### src/rtl/sram_sp_access_ctrl.sv
// ---------------------------------------------------------------------------
// sram_sp_access_ctrl
//
// Request-side controller for a single-port SRAM macro that has an active-low
// chip enable, an active-low write enable, synchronous write and 1-cycle
// registered read data. The controller owns all macro pins.
//
// After reset it can zero-fill the whole array (INIT). It then serves write
// and read requests (RUN). A write always wins over a read in the same cycle.
// Read data returns on a response channel one cycle after the read fires. A
// hold register keeps a response alive under backpressure, because the macro
// output is only meaningful in the cycle right after a read.
//
// Handshake rule for every channel below: a transfer happens on a rising
// clock edge where valid && ready are both 1. valid must not depend on ready.
// Once a requester raises valid, it keeps valid and its payload stable until
// the transfer happens.
//
// Ports
//   clock       sole clock; the macro CLK is tied to the same net
//   reset       asynchronous, active-high
//   w_valid     write request valid
//   w_ready     write accepted when w_valid && w_ready
//   w_addr      write address
//   w_data      write data
//   r_valid     read request valid
//   r_ready     read accepted when r_valid && r_ready
//   r_addr      read address
//   resp_valid  read response valid
//   resp_ready  consumer accepts the response
//   resp_data   read response data
//   init_done   high once the controller is in RUN
//   sram_CEB    macro chip enable, active low
//   sram_WEB    macro write enable, active low
//   sram_A      macro address
//   sram_D      macro write data
//   sram_Q      macro read data
//   dbg_state   current FSM state (0 = INIT, 1 = RUN)
// ---------------------------------------------------------------------------
module sram_sp_access_ctrl #(
  parameter int DATA_W        = 334,
  parameter int DEPTH         = 4,
  parameter int ADDR_W        = 2,
  parameter int INIT_ON_RESET = 1
) (
  input  logic              clock,
  input  logic              reset,
  input  logic              w_valid,
  output logic              w_ready,
  input  logic [ADDR_W-1:0] w_addr,
  input  logic [DATA_W-1:0] w_data,
  input  logic              r_valid,
  output logic              r_ready,
  input  logic [ADDR_W-1:0] r_addr,
  output logic              resp_valid,
  input  logic              resp_ready,
  output logic [DATA_W-1:0] resp_data,
  output logic              init_done,
  output logic              sram_CEB,
  output logic              sram_WEB,
  output logic [ADDR_W-1:0] sram_A,
  output logic [DATA_W-1:0] sram_D,
  input  logic [DATA_W-1:0] sram_Q,
  output logic [0:0]        dbg_state
);

  localparam logic [0:0] ST_INIT = 1'b0;
  localparam logic [0:0] ST_RUN  = 1'b1;
  localparam logic [0:0] ST_RST  = (INIT_ON_RESET != 0) ? ST_INIT : ST_RUN;

  localparam logic [ADDR_W-1:0] LAST_ADDR = ADDR_W'(DEPTH - 1);

  logic [0:0]        r_state;
  logic [ADDR_W-1:0] r_init_cnt;
  logic              r_s1_pend;    // macro output holds read data this cycle
  logic              r_hold_valid;
  logic [DATA_W-1:0] r_hold_data;

  logic w_run;
  logic w_wr_fire;
  logic w_rd_fire;

  // Reset gates the combinational outputs too. This keeps the pins idle and
  // every ready low for as long as reset is held, even though the state
  // register already shows INIT.
  assign w_run     = (r_state == ST_RUN) && !reset;
  assign w_wr_fire = w_run && w_valid;

  // A read may only fire when its response has somewhere to go next cycle.
  // No hold is occupied, and any response now on the output is being taken.
  assign r_ready   = w_run && !w_valid && !r_hold_valid &&
                     !(r_s1_pend && !resp_ready);
  assign w_rd_fire = r_valid && r_ready;

  assign w_ready   = w_run;
  assign init_done = w_run;
  assign dbg_state = r_state;

  // Macro pin drive
  always_comb begin
    sram_CEB = 1'b1;
    sram_WEB = 1'b1;
    sram_A   = '0;
    sram_D   = '0;
    if (!reset) begin
      if (r_state == ST_INIT) begin
        sram_CEB = 1'b0;
        sram_WEB = 1'b0;
        sram_A   = r_init_cnt;
      end else if (w_wr_fire) begin
        sram_CEB = 1'b0;
        sram_WEB = 1'b0;
        sram_A   = w_addr;
        sram_D   = w_data;
      end else if (w_rd_fire) begin
        sram_CEB = 1'b0;
        sram_A   = r_addr;
      end
    end
  end

  // Response: live macro data in the cycle after the read, else the hold copy
  assign resp_valid = r_s1_pend || r_hold_valid;
  assign resp_data  = r_s1_pend ? sram_Q : r_hold_data;

  // FSM and init counter
  always_ff @(posedge clock or posedge reset) begin
    if (reset) begin
      r_state    <= ST_RST;
      r_init_cnt <= '0;
    end else if (r_state == ST_INIT) begin
      r_init_cnt <= r_init_cnt + 1'b1;
      if (r_init_cnt == LAST_ADDR) begin
        r_state <= ST_RUN;
      end
    end
  end

  // Read pipeline and hold register
  always_ff @(posedge clock or posedge reset) begin
    if (reset) begin
      r_s1_pend    <= 1'b0;
      r_hold_valid <= 1'b0;
      r_hold_data  <= '0;
    end else begin
      r_s1_pend <= w_rd_fire;
      if (r_s1_pend && !resp_ready) begin
        // Capture now: the macro output becomes garbage next cycle
        r_hold_valid <= 1'b1;
        r_hold_data  <= sram_Q;
      end else if (r_hold_valid && resp_ready) begin
        r_hold_valid <= 1'b0;
      end
    end
  end

  // Simulation checks
  always_ff @(posedge clock) begin
    if (!reset) begin
      assert (!(r_s1_pend && r_hold_valid))
        else $error("s1_pend and hold_valid both set");
      if (w_wr_fire) begin
        assert (32'(w_addr) < DEPTH) else $error("write address out of range");
      end
      if (w_rd_fire) begin
        assert (32'(r_addr) < DEPTH) else $error("read address out of range");
      end
    end
  end

endmodule

### config.mk
export PLATFORM = sky130hd
export DESIGN_NAME = sram_sp_access_ctrl
export DESIGN_NICKNAME = d
export VERILOG_FILES = /design/src/rtl/sram_sp_access_ctrl.sv
export SDC_FILE = /design/constraint.sdc
export NUM_CORES = 1
export LEC_CHECK = 0
export CAP_MARGIN = 10
export CELL_PAD_IN_SITES_DETAIL_PLACEMENT = 1
export CELL_PAD_IN_SITES_GLOBAL_PLACEMENT = 2
export CORE_AREA = 10 10 521 523
export CTS_BUF_LIST = sky130_fd_sc_hd__clkbuf_4 sky130_fd_sc_hd__clkbuf_8
export DETAILED_ROUTE_END_ITERATION = 8
export DIE_AREA = 0 0 531 533
export PLACE_DENSITY_LB_ADDON = 0.2
export SYNTH_ARGS = -nofsm -noshare
export SYNTH_HDL_FRONTEND = slang
export SYNTH_SLANG_ARGS = --single-unit
### constraint.sdc
create_clock -name clock -period 14.55 [get_ports clock]
set_input_delay 2.91 -clock clock [delete_from_list [all_inputs] [get_ports clock]]
set_output_delay 2.91 -clock clock [all_outputs]
set_load 0.01 [all_outputs]
# Word level (Yosys, flattened, before mapping)
# Cells that the tools add are included.
[word_totals]
regBits = 339
wordCells = 41
mem_bits_ro = 0
ram_bits = 0
mem_count = 0
latch_bits = 0
input_bits = 677
[op_classes]
shifts = 0
n_eq_ne = 1
div = 0
bitwise_logic = 0
muxes = 19
n_lt_le_gt_ge = 0
reduce_logical = 15
multipliers = 0
add_sub_neg = 1
[op_table]
columns = ["cell", "n"]
rows = [
  ["334-bit two-way mux", 4],
  ["1-bit two-way mux", 11],
  ["1-bit logical AND", 8],
  ["2-bit two-way mux", 4],
  ["1-bit zero test", 5],
  ["2-bit by 1-bit adder with 2-bit output (second input constant)", 1],
  ["2-bit == test (second input constant)", 1],
  ["2-bit nonzero test", 1],
  ["1-bit logical OR", 1],
]

# Logic depth before layout (Yosys ltp)
[depth]
ltp_word = 10
mapped_depth = 6
ltp_nobuf = 3

# Worst setup path before layout
# Ideal clock, no wire load.
[synth_path]
kind = "input -> output"
from = "input reset"
to = "output sram_CEB"
path_buffers = 0
slack_ns = -0.709
arrival_ns = 12.349
cell_stages = 3
cell_sequence = "inv_1 > o21ai_0 > and2_1"
[synth_between]
elab_chain_cells = 10
elab_cells_between_ends = 11
classes_between = "mux: 4; reduce/logical: 7"
[synth_lines]
columns = ["item", "line_no", "source"]
rows = [
  ["start, declared", "47", "input logic reset,"],
  ["1-bit zero test", "-", ""],
  ["1-bit logical AND", "86", "assign w_run = (r_state == ST_RUN) && !reset;"],
  ["1-bit logical AND (3 in a row)", "91", "assign r_ready = w_run && !w_valid && !r_hold_valid &&"],
  ["1-bit logical AND", "93", "assign w_rd_fire = r_valid && r_ready;"],
  ["1-bit two-way mux", "115", "end else if (w_rd_fire) begin"],
  ["1-bit two-way mux", "110", "end else if (w_wr_fire) begin"],
  ["1-bit two-way mux", "106", "if (r_state == ST_INIT) begin"],
  ["1-bit two-way mux *", "105", "if (!reset) begin"],
  ["end, declared", "59", "output logic sram_CEB,"],
]
# Mark *: on every way between the ends. The rest lies on a longest branch, timed or not.

# Final worst setup path
[layout_path]
from = "input reset"
to = "output sram_A[1]"
[layout_between]
elab_chain_cells = 10
elab_cells_between_ends = 11
classes_between = "mux: 4; reduce/logical: 7"
[layout_lines]
columns = ["item", "line_no", "source"]
rows = [
  ["1-bit zero test", "-", ""],
  ["1-bit logical AND", "86", ""],
  ["1-bit logical AND (3 in a row)", "91", ""],
  ["1-bit logical AND", "93", ""],
  ["2-bit two-way mux", "115", ""],
  ["2-bit two-way mux", "110", ""],
  ["2-bit two-way mux", "106", ""],
  ["2-bit two-way mux *", "105", ""],
  ["end, declared", "61", "output logic [ADDR_W-1:0] sram_A,"],
]
# Marks and branches as above.

==> flow_metrics.py <==
metrics = {
    "status": {
        "outcome": "finished clean",
    },
    "sta": {
        "slew_headroom_pct": 19.9,
        "final_hold_viol_count": 0,
        "rsz0062_at_grt": "false",
        "tns_ns": 0,
        "worst_pin_slew_ns": 1.20,
        "worst_hold_slack_ns": 0.469,
        "setup_slack_ns": 5.35,
        "final_max_slew_viol_count": 0,
        "fin_worst_skew_ns": 0.0444,
        "setup_viol": 0,
        "min_period_ns": 9.20,
        "fmaxAchievable_mhz": 109,
        "period_share_pct": 63.2,
    },
    "floorplan": {
        "die_w_um": 531,
        "row_count": 188,
        "dieArea_um2": 283000,
        "start_util_pct": 7.34,
        "core_area_um2": 261000,
        "die_h_um": 533,
        "pin_count": 1354,
    },
    "finish": {
        "layout_commonest_cell": "clkdlybuf4s50_1",
        "final_cell_mix": "clkdlybuf4s50_1, nand2_1, dfrtp_1, and3_1, mux2_2",
        "area_delta_synth_final_pct": 99.6,
        "nFillCells": 30400,
        "finalNetCount": 4181,
        "drive_gt1_share_pct": 14.1,
        "finish.utilization_pct": 14.6,
    },
    "clock_network": {
        "postCtsSetupRepairBufs": 0,
        "cts-root-buf": "clkbuf_8",
        "cts_tree": "built",
        "ctsHoldBuffers": 0,
        "clk_pin_slew_ns": 0.05,
        "clk_latency_ns": 0.80,
        "cts_resized": 0,
        "htree_levels": 3,
        "cts_made_buffers": 87,
        "ctsLongestPathBuffers": 3,
        "clock-sinks": 339,
    },
    "synthesis": {
        "synthCells": 2224,
        "synth_seq_cells": 339,
        "yosysUniqueCellTypes": 24,
        "synth_nets": 2902,
        "syn_area_um2": 19200,
        "ys_seq_area_share_pct": 44.3,
        "syn-mean-instance-area_um2": 8.61,
        "yosysWarnings": 0,
    },
    "critical_path": {
        "cp_slowest_cell": "buf_4",
        "path_buf_inv": 4,
        "cp.arrival_ns": 6.29,
        "crit_chain": "clkdlybuf4s50_1 > nor2b_4 > buf_4 > buf_4 > nand4_1 > a31oi_1 > clkdlybuf4s50_1",
        "critPathMaxStageDelay_ns": 0.65,
        "setup.worst_path.start_class": "input port",
        "rrSetupSlack_ns": 11.55,
        "crit_type": "input port to output pin",
        "crit_family": "buffers and inverters",
        "worst_ep_required_time_ns": 11.64,
        "crit_fanout": 59,
        "end_kind": "output pin",
    },
    "detailed_routing": {
        "drt_drc_violations_left": 0,
        "via_per_inst": 3.15,
        "routedWlPerCell_um": 33.7,
        "wl_um": 237000,
        "firstDrtPassIters": 5,
        "vias": 22100,
        "drtIter0Drc": 1202,
        "drtAntennaViolNets": 0,
    },
    "grt": {
        "grt_max_degree": 227,
        "first_global_vias": 23300,
        "grt_use_met1_pct": 18.1,
        "met2_usage_pct": 26.8,
        "grt-ovfl-total": 0,
        "grt_pass1_wl_um": 293000,
        "grt_use_met3_pct": 9.36,
        "track_usage_pct": 16.0,
        "busiest_layer": "met2",
        "antenna_found_initial": 193,
    },
    "power": {
        "pwr_density_cell_nw_per_um2": 105,
        "p_switching_w": 0.00144,
        "combPwrFrac_pct": 37.2,
        "power_w": 0.00401,
        "clkPwrFrac_pct": 32.6,
        "pwr-share-seq_pct": 30.2,
        "ir_drop_v": 0.0000556,
        "switching_share_pct": 35.9,
        "leakage_nw": 16.7,
        "intPower_w": 0.00257,
    },
    "placement": {
        "portBuffers": 1353,
        "post-dp-hpwl_um": 197000,
        "place_congestion": 0.973,
        "detailedPlace.worstSlack_ns": 5.41,
    },
    "worst_hold_path": {
        "worst_hold_path_type": "flop to flop",
    },
    "flow_run": {
        "cap_violations": 0,
    },
}
worst register-to-register path: cells and delay by family (launching register included):
family,cells,cell delay [ns]
DFF,1,0.83
buffers and inverters,2,1.43
and+or+nand+nor,3,0.73
logic make-up after synthesis:
kind of cell	after synthesis	synth area share, %
compound gates	7	0.235
xor+xnor	1	0.0457
fa+ha+maj	1	0.0653
buf+inv	191	4.75
flops	339	44.3
mux	335	19.7
simple gates	1350	30.9
flip-flops by register name, indices dropped and copies added (netlist names):
register and flops:
r_hold_valid 1, r_hold_data 334, r_init_cnt 2, r_s1_pend 1
dbg_state 1
synth_stat cells:
cell type	instances	area, um^2
buf_6	5	56.3
mux2_2	325	3660
buf_1	2	7.51
o21ai_0	1	5.00
nand2_1	1004	3770
or2_1	1	6.26
and3_1	335	2100
a211o_1	2	17.5
clkbuf_1	87	327
nand4_1	1	6.26
nor2_1	3	11.3
mux2_1	10	113
xnor2_1	1	8.76
buf_2	79	395
a31oi_1	2	12.5
buf_4	15	113
or2_2	1	6.26
and2_1	1	6.26
dfrtp_1	339	8480
a21oi_1	2	10.0
ha_1	1	12.5
nand2b_1	1	6.26
inv_1	3	11.3
nor2b_1	3	18.8
path summary, 6_finish.rpt:
kind / to / start / depth (start not counted)
max: sram_A[1] / reset / 7
min: r_hold_data[133]$_DFFE_PP0P_ / r_hold_data[133]$_DFFE_PP0P_ / 2
max reg2reg: r_hold_data[312]$_DFFE_PP0P_ / r_s1_pend$_DFF_PP0_ / 5
min reg2reg: r_hold_data[133]$_DFFE_PP0P_ / r_hold_data[133]$_DFFE_PP0P_ / 2
max in group asynchronous: r_hold_data[320]$_DFFE_PP0P_ / reset / 5
min in group asynchronous: r_hold_valid$_DFFE_PP0P_ / reset / 2
through the flow:
| stage | std cells | instance area (um^2) |
|---|---|---|
| finish | 7025 | 38200 |
| global route | 6983 | 38100 |
| CTS | 6979 | 38100 |
| detailed placement | 6834 | 36400 |
| global placement | 6833 | 36400 |
| floorplan | 2224 | 19200 |
power groups by stage:
stage          Clock [W]  Combinational, W  Sequential [W]
2_1_floorplan          0          0.000528         0.00120
3_3_place_gp           0           0.00154         0.00122
3_5_place_dp           0           0.00154         0.00122
4_1_cts          0.00142           0.00155         0.00121
5_1_grt          0.00145           0.00161         0.00123
6_report         0.00131           0.00149         0.00121
final cells by class:
class | instances | area (um^2) | area share, %
Antenna cell | 46 | 115 | 0.301
Clock buffer | 131 | 1610 | 4.21
Clock inverter | 14 | 134 | 0.350
Sequential cell | 339 | 8490 | 22.2
Inverter | 3 | 15.0 | 0.0393
Multi-Input combinational cell | 1694 | 9790 | 25.6
Tap cell | 3420 | 4280 | 11.2
Timing Repair Buffer | 1378 | 13800 | 36.1
layer usage:
metal | routed length [um] | vias up
met1 | 91700 | 10600
met5 | 946 | -
met3 | 30700 | 387
li1 | - | 9885
met4 | 2850 | 148
met2 | 111000 | 1115
Power figures use the tool's default switching activity.
